## src/rtl/ram_arbiter.sv

```systemverilog
// ram_arbiter: shares one single-port RAM between an I-cache refill port,
// a D-cache refill port and a write buffer.
// Refills are 8-word line bursts (one word per cycle, combinational RAM read);
// write-buffer entries are written one per WRITE cycle.
// Ports:
//   clk, rst                  clock, asynchronous active-high reset
//   i_req/i_addr              I-cache refill request (held until i_done)
//   i_valid/i_done            I-cache refill word strobe / last-word pulse
//   d_req/d_addr              D-cache refill request (held until d_done)
//   d_valid/d_done            D-cache refill word strobe / last-word pulse
//   fill_data/fill_word       shared refill word and its index in the line
//   wb_req/wb_addr/wb_data    write buffer head entry
//   wb_ack                    head entry written this cycle
//   ram_addr/ram_rdata        RAM address / combinational read data
//   ram_we/ram_wdata          RAM write enable / write data
//   busy                      arbiter is not idle
module ram_arbiter (
  input  logic        clk,
  input  logic        rst,
  input  logic        i_req,
  input  logic [31:0] i_addr,
  output logic        i_valid,
  output logic        i_done,
  input  logic        d_req,
  input  logic [31:0] d_addr,
  output logic        d_valid,
  output logic        d_done,
  output logic [31:0] fill_data,
  output logic [2:0]  fill_word,
  input  logic        wb_req,
  input  logic [31:0] wb_addr,
  input  logic [31:0] wb_data,
  output logic        wb_ack,
  output logic [31:0] ram_addr,
  input  logic [31:0] ram_rdata,
  output logic        ram_we,
  output logic [31:0] ram_wdata,
  output logic        busy
);

  localparam int unsigned TAG_W = 27;
  localparam int unsigned CNT_W = 3;

  typedef enum logic [1:0] {
    IDLE   = 2'd0,
    FILL_I = 2'd1,
    FILL_D = 2'd2,
    WRITE  = 2'd3
  } state_t;

  state_t             state;
  state_t             grant;
  logic [CNT_W-1:0]   cnt;
  logic [CNT_W-1:0]   cnt_next;
  logic [1:0]         starve;
  logic               last_fill;   // 1: last fill went to I, so D wins a tie
  logic [TAG_W-1:0]   tag;
  logic [TAG_W-1:0]   grant_tag;
  logic               raw_hit;
  logic               unused_bits;

  // Word offsets are always generated internally from the burst counter.
  assign unused_bits = ^{i_addr[4:0], d_addr[4:0]};

  // A pending write to the line the D-cache is about to refill must land first.
  assign raw_hit  = d_req && wb_req && (wb_addr[31:5] == d_addr[31:5]);
  assign cnt_next = cnt + CNT_W'(1);

  // Grant decision, only acted on in IDLE.
  always_comb begin
    grant = IDLE;
    if (raw_hit) begin
      grant = WRITE;
    end else if (wb_req && (starve == 2'd3)) begin
      grant = WRITE;
    end else if (i_req && d_req) begin
      grant = last_fill ? FILL_D : FILL_I;
    end else if (i_req) begin
      grant = FILL_I;
    end else if (d_req) begin
      grant = FILL_D;
    end else if (wb_req) begin
      grant = WRITE;
    end
  end

  assign grant_tag = (grant == FILL_I) ? i_addr[31:5] : d_addr[31:5];

  // RAM read is combinational, so refill data passes straight through while valid.
  assign fill_data = (i_valid || d_valid) ? ram_rdata : 32'd0;

  // State machine with registered outputs for the state being entered.
  always_ff @(posedge clk or posedge rst) begin
    if (rst) begin
      state     <= IDLE;
      cnt       <= '0;
      starve    <= 2'd0;
      last_fill <= 1'b0;
      tag       <= '0;
      i_valid   <= 1'b0;
      i_done    <= 1'b0;
      d_valid   <= 1'b0;
      d_done    <= 1'b0;
      fill_word <= '0;
      wb_ack    <= 1'b0;
      ram_addr  <= 32'd0;
      ram_we    <= 1'b0;
      ram_wdata <= 32'd0;
      busy      <= 1'b0;
    end else begin
      case (state)
        IDLE: begin
          state <= grant;
          case (grant)
            FILL_I, FILL_D: begin
              tag       <= grant_tag;
              cnt       <= '0;
              last_fill <= (grant == FILL_I);
              // Count fills that overtook a waiting write buffer.
              if (!wb_req)               starve <= 2'd0;
              else if (starve != 2'd3)   starve <= starve + 2'd1;
              ram_addr  <= {grant_tag, 5'd0};
              fill_word <= '0;
              i_valid   <= (grant == FILL_I);
              d_valid   <= (grant == FILL_D);
              busy      <= 1'b1;
            end
            WRITE: begin
              starve    <= 2'd0;
              ram_addr  <= wb_addr;
              ram_wdata <= wb_data;
              ram_we    <= 1'b1;
              wb_ack    <= 1'b1;
              busy      <= 1'b1;
            end
            IDLE: begin
              if (!wb_req) starve <= 2'd0;
            end
          endcase
        end

        FILL_I, FILL_D: begin
          if (cnt == 3'd7) begin
            state     <= IDLE;
            cnt       <= '0;
            i_valid   <= 1'b0;
            d_valid   <= 1'b0;
            i_done    <= 1'b0;
            d_done    <= 1'b0;
            fill_word <= '0;
            ram_addr  <= 32'd0;
            busy      <= 1'b0;
          end else begin
            cnt       <= cnt_next;
            fill_word <= cnt_next;
            ram_addr  <= {tag, cnt_next, 2'b00};
            // Done rides along with the last word of the burst.
            i_done    <= (state == FILL_I) && (cnt_next == 3'd7);
            d_done    <= (state == FILL_D) && (cnt_next == 3'd7);
          end
        end

        WRITE: begin
          state     <= IDLE;
          ram_we    <= 1'b0;
          wb_ack    <= 1'b0;
          ram_addr  <= 32'd0;
          ram_wdata <= 32'd0;
          busy      <= 1'b0;
        end
      endcase
    end
  end

endmodule

```

## config.mk

```make
export PLATFORM = sky130hd
export DESIGN_NAME = ram_arbiter
export DESIGN_NICKNAME = d
export VERILOG_FILES = /design/src/rtl/ram_arbiter.sv
export SDC_FILE = /design/constraint.sdc
export NUM_CORES = 1
export LEC_CHECK = 0
export ABC_AREA = 0
export CORE_UTILIZATION = 41
export CTS_CLUSTER_DIAMETER = 150
export DETAILED_ROUTE_END_ITERATION = 8
export PLACE_DENSITY = 0.91
export SLEW_MARGIN = 20
export SYNTH_ARGS = -nofsm -noshare
export SYNTH_HDL_FRONTEND = slang
export SYNTH_SLANG_ARGS = --single-unit
```

## constraint.sdc

```tcl
create_clock -name clk -period 4.7 [get_ports clk]
set_input_delay 0.94 -clock clk [delete_from_list [all_inputs] [get_ports clk]]
set_output_delay 0.94 -clock clk [all_outputs]
set_load 0.05 [all_outputs]
```

==> impl_metrics.toml, run 1 <==
[outcome]
status = "finished, final reports clean"

[placed_design]
hpwl_mm = 12.6
place_congestion = 0.841
io_buffers = 260

[critical_path]
required_ns = 4.91
cp_data_arrival_time_ns = 3.98
startpoint_type = "input port"
r2r-start = "starve[0]$_DFFE_PP0P_"
worst-path-max-fanout = 27
r2r_slack_ns = 2.01
cp-end-kind = "register"
reg2reg_to = "tag[17]$_DFFE_PP0P_"
critPathKind = "in2reg"
ff2ff_path_depth = 11

[global_route]
top_usage_layer = "met2"
gr-usage-met1_pct = 27.7
grt_max_degree = 85
grt.total_usage_pct = 24.5
grt_pass1_wl_mm = 25.5
antenna_found_initial = 0
grt_pass1_vias = 5212
gr-usage-met2_pct = 45.3
overflow = 0
grt.met3_usage_pct = 3.63

[yosys]
synth_compound_area_share_pct = 21.6
avgSynthCellArea_sq_um = 10.2
synth_fa_ha_area_share_pct = 2.78
dominantRegCellSynth = "dfrtp_1"
yosys_warnings = 0
synthMuxAreaShare_pct = 5.59
synth_top_family_by_area = "compound AO/OA/AOI/OAI gates"
yosys-top-cells-area = "dfrtp_1 (49%), a22o_1 (5.8%), o21ai_0 (5.6%)"
synth_top_area_cell = "dfrtp_1"
synth-seq-cells = 105
synthCells = 528
synthXorXnorAreaFrac_pct = 4.38
yosys.area_share.simple_pct = 13.4
synth_fp_nets = 705
synth_edf_count = 0
async_flop_share_pct = 100
ys_seq_area_share_pct = 48.7
synth_top_area_share_pct = 48.7
netlist_area_sq_mm = 0.00540
ys_types = 39

[pwr]
power_density_mw_per_mm2 = 694
p_leak_nw = 3.53
ir_drop_v = 0.000316

[worst_hold_path]
whs_endpoint = "tag[16]$_DFFE_PP0P_"
min_path_type = "reg2reg"
min_from = "tag[16]$_DFFE_PP0P_"
hold_depth = 2

[clock_tree]
cts-root-buf = "clkbuf_16"
cts_tree = "built"
htree_levels = 3
path_clk_slew_ns = 0.07
ctsResizeCount = 0
cts_sinks = 105
clockBufferDepth = 2
clk_latency_ns = 0.34
hold_buffers = 0
cts_buffers = 9
post_cts_buffers = 0

[sta]
finClkSkew_ns = 0.00672
fin_crit_ns = 3.76
slew_headroom_pct = 50.2
max_slew.worst_pin.slew_ns = 0.747
fin_crit_sh_pct = 80.1
fmax_ghz = 0.266
rsz0062_at_grt = "false"
fin_setup_tns_ns = 0
whs_ns = 0.476
slew_viol_final = 0
setup_viol = 0
hold_viol_final = 0

[routing]
drc = 0
via_per_inst = 5.38
wl_per_cell_um = 17.6
drtIter0Drc = 233
route.vias.total = 5138
wl_mm = 16.8
dr.pass1.iters = 5
ant_nets = 0

[die]
pin_count = 271
die_h_um = 117
rows = 41
dieArea_sq_mm = 0.0136
core_sq_mm = 0.0127
start_util_pct = 42.4
dieWidth_um = 117

[final_layout]
final_core_util_pct = 66.8
regArea_sq_mm = 0.00263
antennaDiodeCount = 0
drive_gt1_share_pct = 5.36
syn_to_final_growth_pct = 57.5
nets = 955
multi_input_area_sq_mm = 0.00259
fillers = 1011

[flow_run]
maxCapViolCount = 0
## metrics by stage
stage / power [mW] / worst slack [ns] / cells / area [sq um]
2_1_floorplan: 3.93 / 0.999 / 528 / 5400
3_3_place_gp: 5.05 / 0.652 / 939 / 8200
3_5_place_dp: 5.17 / 0.608 / 939 / 8200
4_1_cts: 5.92 / 0.949 / 955 / 8490
5_1_grt: 6.23 / 0.760 / 955 / 8500
6_report: 5.90 / 0.935 / 955 / 8500
## layout by cell type (no fill, tap or decap), drive strengths merged, types with 14 or more instances in the layout
cell type and instances:
o22a 27, xnor2 24, clkdlybuf4s50 260, nand2 41, clkbuf 15, buf 14
nor2b 33, a21oi 35, mux2i 29, and2 27, dfrtp 105, inv 15
a22o 36, o21ai 62
## area by class of cell
| class | count | share of cell area, % |
|---|---|---|
| sequential | 105 | 30.9 |
| clock buffer | 15 | 3.39 |
| tap | 172 | 2.53 |
| clock inverter | 1 | 0.0883 |
| multi-input combinational | 373 | 30.5 |
| timing repair buffer | 274 | 31.9 |
| inverter | 15 | 0.721 |
## worst max-delay path by stage
stage | start | end | slack (ns) | cells after the start
after global routing | wb_req | tag[17]$_DFFE_PP0P_ | 0.76 | 11
final | wb_req | ram_addr[20]$_DFFE_PP0P_ | 0.94 | 12
after global placement | wb_req | ram_addr[26]$_DFFE_PP0P_ | 0.65 | 13
after detailed placement | wb_req | ram_addr[7]$_DFFE_PP0P_ | 0.61 | 12
after floorplan | rst | busy$_DFFE_PP0P_ | 1.0 | 1
after CTS | wb_req | tag[9]$_DFFE_PP0P_ | 0.95 | 11
## layer usage
| metal | part of all wire (%) | wire length (um) |
|---|---|---|
| met5 | 0 | 0 |
| met4 | 3.0 | 499 |
| met3 | 7.0 | 1180 |
| met2 | 52 | 8700 |
| met1 | 38 | 6440 |
## synthesized netlist by cell type (2+ instances only)
cell type / instances
a21oi_1: 34
a22o_1: 36
a32o_1: 4
and2_1: 27
buf_2: 3
clkbuf_1: 30
dfrtp_1: 105
ha_1: 12
inv_1: 14
mux2i_1: 29
nand2_1: 41
nand2b_1: 3
nand3_1: 4
nand4_1: 5
nor2_1: 11
nor2b_1: 33
o211ai_1: 2
o21ai_0: 60
o21ai_1: 2
o221ai_1: 2
o22a_1: 27
o22ai_1: 2
xnor2_1: 24
xor2_1: 3
## registers in the layout (all words and copies together), names as in the netlist
| name | cells |
|---|---|
| last_fill | 1 |
| cnt | 3 |
| d_valid | 1 |
| state | 2 |
| ram_addr | 32 |
| tag | 27 |
| starve | 2 |
| i_valid | 1 |
| i_done | 1 |
| ram_wdata | 32 |
| busy | 1 |
| ram_we | 1 |
| d_done | 1 |
## worst max-delay path: stages
cell	delay [ns]
clkdlybuf4s50_1	0.57
nand2_1	0.09
or4_4	0.55
nor4_4	0.35
a221oi_2	0.15
inv_1	0.11
ha_1	0.28
buf_4	0.20
nor2_2	0.08
buf_4	0.32
a21oi_1	0.13
o22a_1	0.21
## cell families after synthesis
kind of cell,Yosys count
DFF,105
xor gates and xnor gates,27
AOI/OAI and AO/OA,174
and+or+nand+nor,130
muxes,30
buffers and inverters,50
adders and majority gates,12
## report_power, final
group / total, mW / switching, mW / internal, mW / leakage (nW)
Combinational: 3.62 / 2.30 / 1.31 / 2.06
Clock: 0.741 / 0.323 / 0.419 / 0.142
Sequential: 1.55 / 0.234 / 1.31 / 1.33
Total: 5.90 / 2.86 / 3.04 / 3.53
(Power assumes the default switching activity.)
==> run 2, diff against run 1 <==
==> constraint.sdc (replaced) <==
create_clock -name clk -period 3.9 [get_ports clk]
set_input_delay 0.78 -clock clk [delete_from_list [all_inputs] [get_ports clk]]
set_output_delay 0.78 -clock clk [all_outputs]
set_load 0.05 [all_outputs]
==> run 2 against run 1 <==
Setup slack worse by 0.50 ns. Non-clock buffer count is 2 higher. Critical path type unchanged. Via count is 0.93% higher. Largest power group unchanged. Largest cell class unchanged.
==> impl_metrics.toml, run 2 (synthesis results as in run 1) <==
[outcome]
status = "finished, final reports clean"

[clock_tree]
cts_buffers = 9
htree_levels = 3
path_clk_slew_ns = 0.08
cts-root-buf = "clkbuf_16"
ctsResizeCount = 0
cts_sinks = 105
clk_latency_ns = 0.35
post_cts_buffers = 0
clockBufferDepth = 2
cts_tree = "built"
hold_buffers = 0

[final_layout]
regArea_sq_mm = 0.00263
nets = 957
final_cell_mix = "clkdlybuf4s50_1 (260), dfrtp_1 (105), o21ai_0 (60)"
fillers = 1007
multi_input_area_sq_mm = 0.00259
final_common_cell = "clkdlybuf4s50_1"
drive_gt1_share_pct = 5.86
antennaDiodeCount = 0
reg.largest.list = "ram_addr x32, ram_wdata x32, tag x27"
syn_to_final_growth_pct = 59.0
stdcell_area_sq_mm = 0.00858

[global_route]
antenna_found_initial = 0
grt_pass1_wl_mm = 26.1
grt_max_degree = 106
grt.total_usage_pct = 25.1
grt_pass1_vias = 5314
overflow = 0

[critical_path]
reg2reg_to = "ram_addr[29]$_DFFE_PP0P_"
cp_data_arrival_time_ns = 3.73
critical_path_buf_inv_count = 2
cp_slowest_cell = "clkdlybuf4s50_1"
r2r_slack_ns = 1.27
r2r-start = "starve[0]$_DFFE_PP0P_"
required_ns = 4.16
crit_path_frequent_cell = "nand2_1"
critPathKind = "in2reg"
crit_chain = "clkdlybuf4s50_1, nand2_1, or4_4, nor4_4, a21oi_2, ha_1, buf_4, nand2_1, nor2_1, nand2_1, o211ai_1"
path_delay_family = "simple AND/OR/NAND/NOR gates"
worst-path-max-fanout = 9
slowest_delay_ns = 0.57
cp-end-kind = "register"
ff2ff_path_depth = 10
startpoint_type = "input port"
cp_num_cells = 11

[die]
pin_count = 271
rows = 41
dieArea_sq_mm = 0.0136
start_util_pct = 42.4
dieWidth_um = 117
core_sq_mm = 0.0127
die_h_um = 117

[routing]
dr_wl_met3_mm = 1.11
wl_per_cell_um = 18.0
wl_met2_mm = 8.85
drc = 0
top_layer = "met4"
route.vias.total = 5186
wl_mm = 17.2
ant_nets = 0
dr.pass1.iters = 4
drt-met1-wl_mm = 6.67
drtIter0Drc = 277
via_per_inst = 5.42

[placed_design]
hpwl_mm = 12.9
placed_area_sq_mm = 0.00830
place_congestion = 0.845
place_ws_ns = 0.129
io_buffers = 260

[sta]
fin_crit_ns = 3.47
setup_viol = 0
fmax_ghz = 0.288
slew_viol_final = 0
max_slew.worst_pin.slew_ns = 0.581
slew_headroom_pct = 61.2
fin_crit_sh_pct = 88.9
timing.final.ws_setup_ns = 0.431
finClkSkew_ns = 0.0128
fin_setup_tns_ns = 0
hold_viol_final = 0
rsz0062_at_grt = "false"

[worst_hold_path]
min_from = "tag[19]$_DFFE_PP0P_"
min_path_type = "reg2reg"
whs_endpoint = "tag[19]$_DFFE_PP0P_"
hold_depth = 2

[pwr]
power_density_mw_per_mm2 = 837
ir_drop_v = 0.000350
p_leak_nw = 3.57

[flow_run]
maxCapViolCount = 0
run 2: cell types whose count changed in the layout (fill, tap and decap cells not counted), sizes merged:
| cell | before | now |
|---|---|---|
| buf | 14 | 16 |
| clkbuf | 15 | 10 |
| clkinv | 0 | 5 |
run 2: worst max path at each step:
stage | from | endpoint | slack [ns]
floorplan | rst | busy$_DFFE_PP0P_ | 0.36
global placement | wb_req | ram_addr[4]$_DFFE_PP0P_ | 0.21
detailed placement | wb_req | ram_addr[4]$_DFFE_PP0P_ | 0.13
CTS | wb_req | ram_addr[4]$_DFFE_PP0P_ | 0.47
global route | wb_req | ram_addr[3]$_DFFE_PP0P_ | 0.27
finish | wb_req | ram_addr[4]$_DFFE_PP0P_ | 0.43
run 2: per-stage QoR:
stage | power (mW) | instances | hold slack [ns] | util [%]
detailed placement | 6.32 | 941 | 0.462 | 65.2
global placement | 6.16 | 941 | 0.453 | 65.2
finish | 7.18 | 957 | 0.474 | 67.5
global route | 7.56 | 957 | 0.503 | 67.5
CTS | 7.20 | 957 | 0.479 | 67.5
floorplan | 4.73 | 528 | 0.442 | -
run 2: final cells by class:
| class | count | share of cell area, % |
|---|---|---|
| Timing Repair Buffer | 276 | 32.7 |
| Sequential cell | 105 | 30.6 |
| Clock buffer | 10 | 2.78 |
| Inverter | 15 | 0.685 |
| Multi-Input combinational cell | 373 | 30.2 |
| Tap cell | 172 | 2.51 |
| Clock inverter | 6 | 0.510 |
run 2: layer usage:
layer,vias up,track usage (%)
li1,2381,-
met1,2525,28.3
met2,237,45.7
met3,43,4.05
met4,0,12.7
met5,-,0
run 2: tightest hold or removal path: cells and delay by family (launching register included):
family	cells	cell delay, ns
flip-flops	1	0.34
AO/OA/AOI/OAI	1	0.06
AND/OR/NAND/NOR	1	0.04
run 2: power breakdown:
part | internal [mW] | total, mW | switching [mW] | leakage (nW)
logic | 1.65 | 4.46 | 2.81 | 2.10
clock network | 0.452 | 0.861 | 0.409 | 0.138
registers | 1.58 | 1.86 | 0.281 | 1.33
total | 3.68 | 7.18 | 3.50 | 3.57
==> edit, RTL diff (config.mk and constraints of run 1) <==
Re-encode `state_t` (4 states) as one-hot, 4 bits wide.
--- a/src/rtl/ram_arbiter.sv
+++ b/src/rtl/ram_arbiter.sv
@@ -41,11 +41,11 @@
   localparam int unsigned TAG_W = 27;
   localparam int unsigned CNT_W = 3;
 
-  typedef enum logic [1:0] {
-    IDLE   = 2'd0,
-    FILL_I = 2'd1,
-    FILL_D = 2'd2,
-    WRITE  = 2'd3
+  typedef enum logic [3:0] {
+    IDLE   = 4'b0001,
+    FILL_I = 4'b0010,
+    FILL_D = 4'b0100,
+    WRITE  = 4'b1000
   } state_t;
 
   state_t             state;
Behaviour: no difference found for any inputs over 10 cycles, from zero or initial values and one cycle with rst high; not proved beyond that.
==> edit against run 1 <==
Worst hold slack better by 0.028 ns. Highest routed layer unchanged. Sequential share of layout area down 2.4 points. Sequential cell count up 2. Synthesized area up 18%. Via count up 23%. Power up 5.7%. Count of clock-buffer cells in the layout down 5. Final area up 10%. Global-route usage up 2.0 points. Largest cell class is now multi-input combinational cells. Wire length up 25%. Worst setup slack better by 0.36 ns.
==> edit: results (changes against run 1) <==
- The total chip power is 0.00624 W (+5.7%).
- The routed metal-1 wirelength came to 8040 um (+25%).
- The delay of the slowest cell on the worst path came to 0.61 ns (+0.04 ns).
- The last weighted congestion value of the routability-driven placer was 0.862 (+2.5%).
- The maximum fanout count along the critical path is 44 (+63%).
- The count of unique library cells instantiated by Yosys was 46 (+18%).
- Ranked by total cell area, the synthesized netlist is headed by dfrtp_1 (42%), mux2i_1 (8.7%), a221oi_2 (5.9%), o211ai_1 (3.9%), xor2_1 (3.9%).
- The kind of path behind the tightest hold check is reg -> reg.
- In this run the critical register-to-register path is captured at ram_addr[26].
- The count of buffers inserted at the top-level ports is 260 (unchanged).
- The worst hold path begins at starve[1].
- The wire length on met2 came to 10,400 um (+19%).
- The final wirelength is 21,100 um (+25%).
- The share of the yosys chip area belonging to registers is 42.2% (-6.5 points).
- The power in sequential cells is 0.00166 W (+7%).
- The end of the worst hold path is starve[1].
- The maximum number of pins on one net before global-route repair was 45 (-47%).
- The worst clock skew is 0.0121 ns (+0.00536 ns).
- The via count of the first global-routing pass is 6,308 (+21%).
- The worst-case reg-to-reg path depth came to 6 (-5).
- The via count normalized by instance count was 5.81 (+7.9%).
- The detailed-routed wire length on met3 is 1810 um (+53%).
- The cell count after placement is 1,070 (+14%).
- The overall fraction of global-route tracks in use came to 26.6% (+2.0 points).
- The number of instances in the synthesized netlist was 663 (+26%).
- Sorting the synthesized cells by how often they occur yields dfrtp_1 (106), nor2_1 (65), mux2i_1 (55).
- The run finished with clean final reports.
- The share of layout cells above drive strength 1 is 8.47% (+3.1 points).
- The setup slack of the worst register-to-register path was 1.60 ns (-0.41 ns).
- The worst slew slack as a fraction of its limit is 28.3% (-22 points).
- The critical path arrival is 3.65 ns (-0.33 ns).
- The iteration count of the initial detailed-routing pass is 5 (unchanged).
- The met2 track demand over resource is 45.1% (-0.14 points).
- The DRC marker count from the first detailed-route iteration was 455 (+95%).
- The global-route met3 utilization is 6.58% (+2.9 points).
- The library cell contributing the largest single delay on the critical path is nor4_1.
- The worst setup path endpoint is i_valid.
- The kind of cell adding the most delay to the critical path is simple AND/OR/NAND/NOR gates.
- The source-to-sink clock delay at the later pin of the worst-skew pair is 0.36 ns (+0.02 ns).
- The worst hold path cell count was 1 (-1).
- The number of enable flip-flop cells after synthesis is 0 (unchanged).
- The half-perimeter wire length of the detailed placement result came to 14,900 um (+18%).
- The global-route wire length before repair is 32,900 um (+29%).
- The switching power total is 0.00310 W (+8.5%).
- The highest ir drop seen on vdd was 0.332 mV (+5.1%).
- The initial cell density of the core is 41.9% (-0.48 points).
- The fill cell instance count of the final layout is 1,209 (+20%).
- The power dissipated in combinational cells is 0.00375 W (+4%).
- The met1 capacity usage during global routing was 30.9% (+3.3 points).
- The leakage power figure came to 3.89 nW (+10%).
- The reg-to-reg critical path startpoint is state[2].
- The wire length per cell is 19.4 um (+10%).
- The launch point of the worst path is d_addr[19].
-- edit: through the flow --
stage,setup WS (ns),hold slack (ns),utilization [%],instance area (um2)
after floorplan,0.944,0.463,-,6350
after global placement,0.987,0.479,59.8,9060
after detailed placement,0.935,0.489,59.8,9060
after CTS,1.15,0.505,61.9,9380
after global routing,1.13,0.521,62.0,9380
final,1.29,0.505,62.0,9380
-- edit: layout make-up --
cell class / count / share of cell area, %
Clock buffer: 10 / 2.44
Clock inverter: 5 / 0.920
Inverter: 6 / 0.267
Multi-Input combinational cell: 491 / 36.1
Sequential cell: 107 / 28.5
Tap cell: 188 / 2.51
Timing Repair Buffer: 278 / 29.2
-- edit: kinds of logic (layout without fill, tap and decap cells) --
group / Yosys count / count (layout) / share of synthesized area [%]
simple gates: 226 / 226 / 17.7
compound gates: 177 / 177 / 21.1
flops: 107 / 107 / 42.2
buf+inv: 65 / 299 / 5.50
mux: 56 / 56 / 8.85
xor+xnor: 28 / 28 / 3.86
fa+ha+maj: 4 / 4 / 0.788
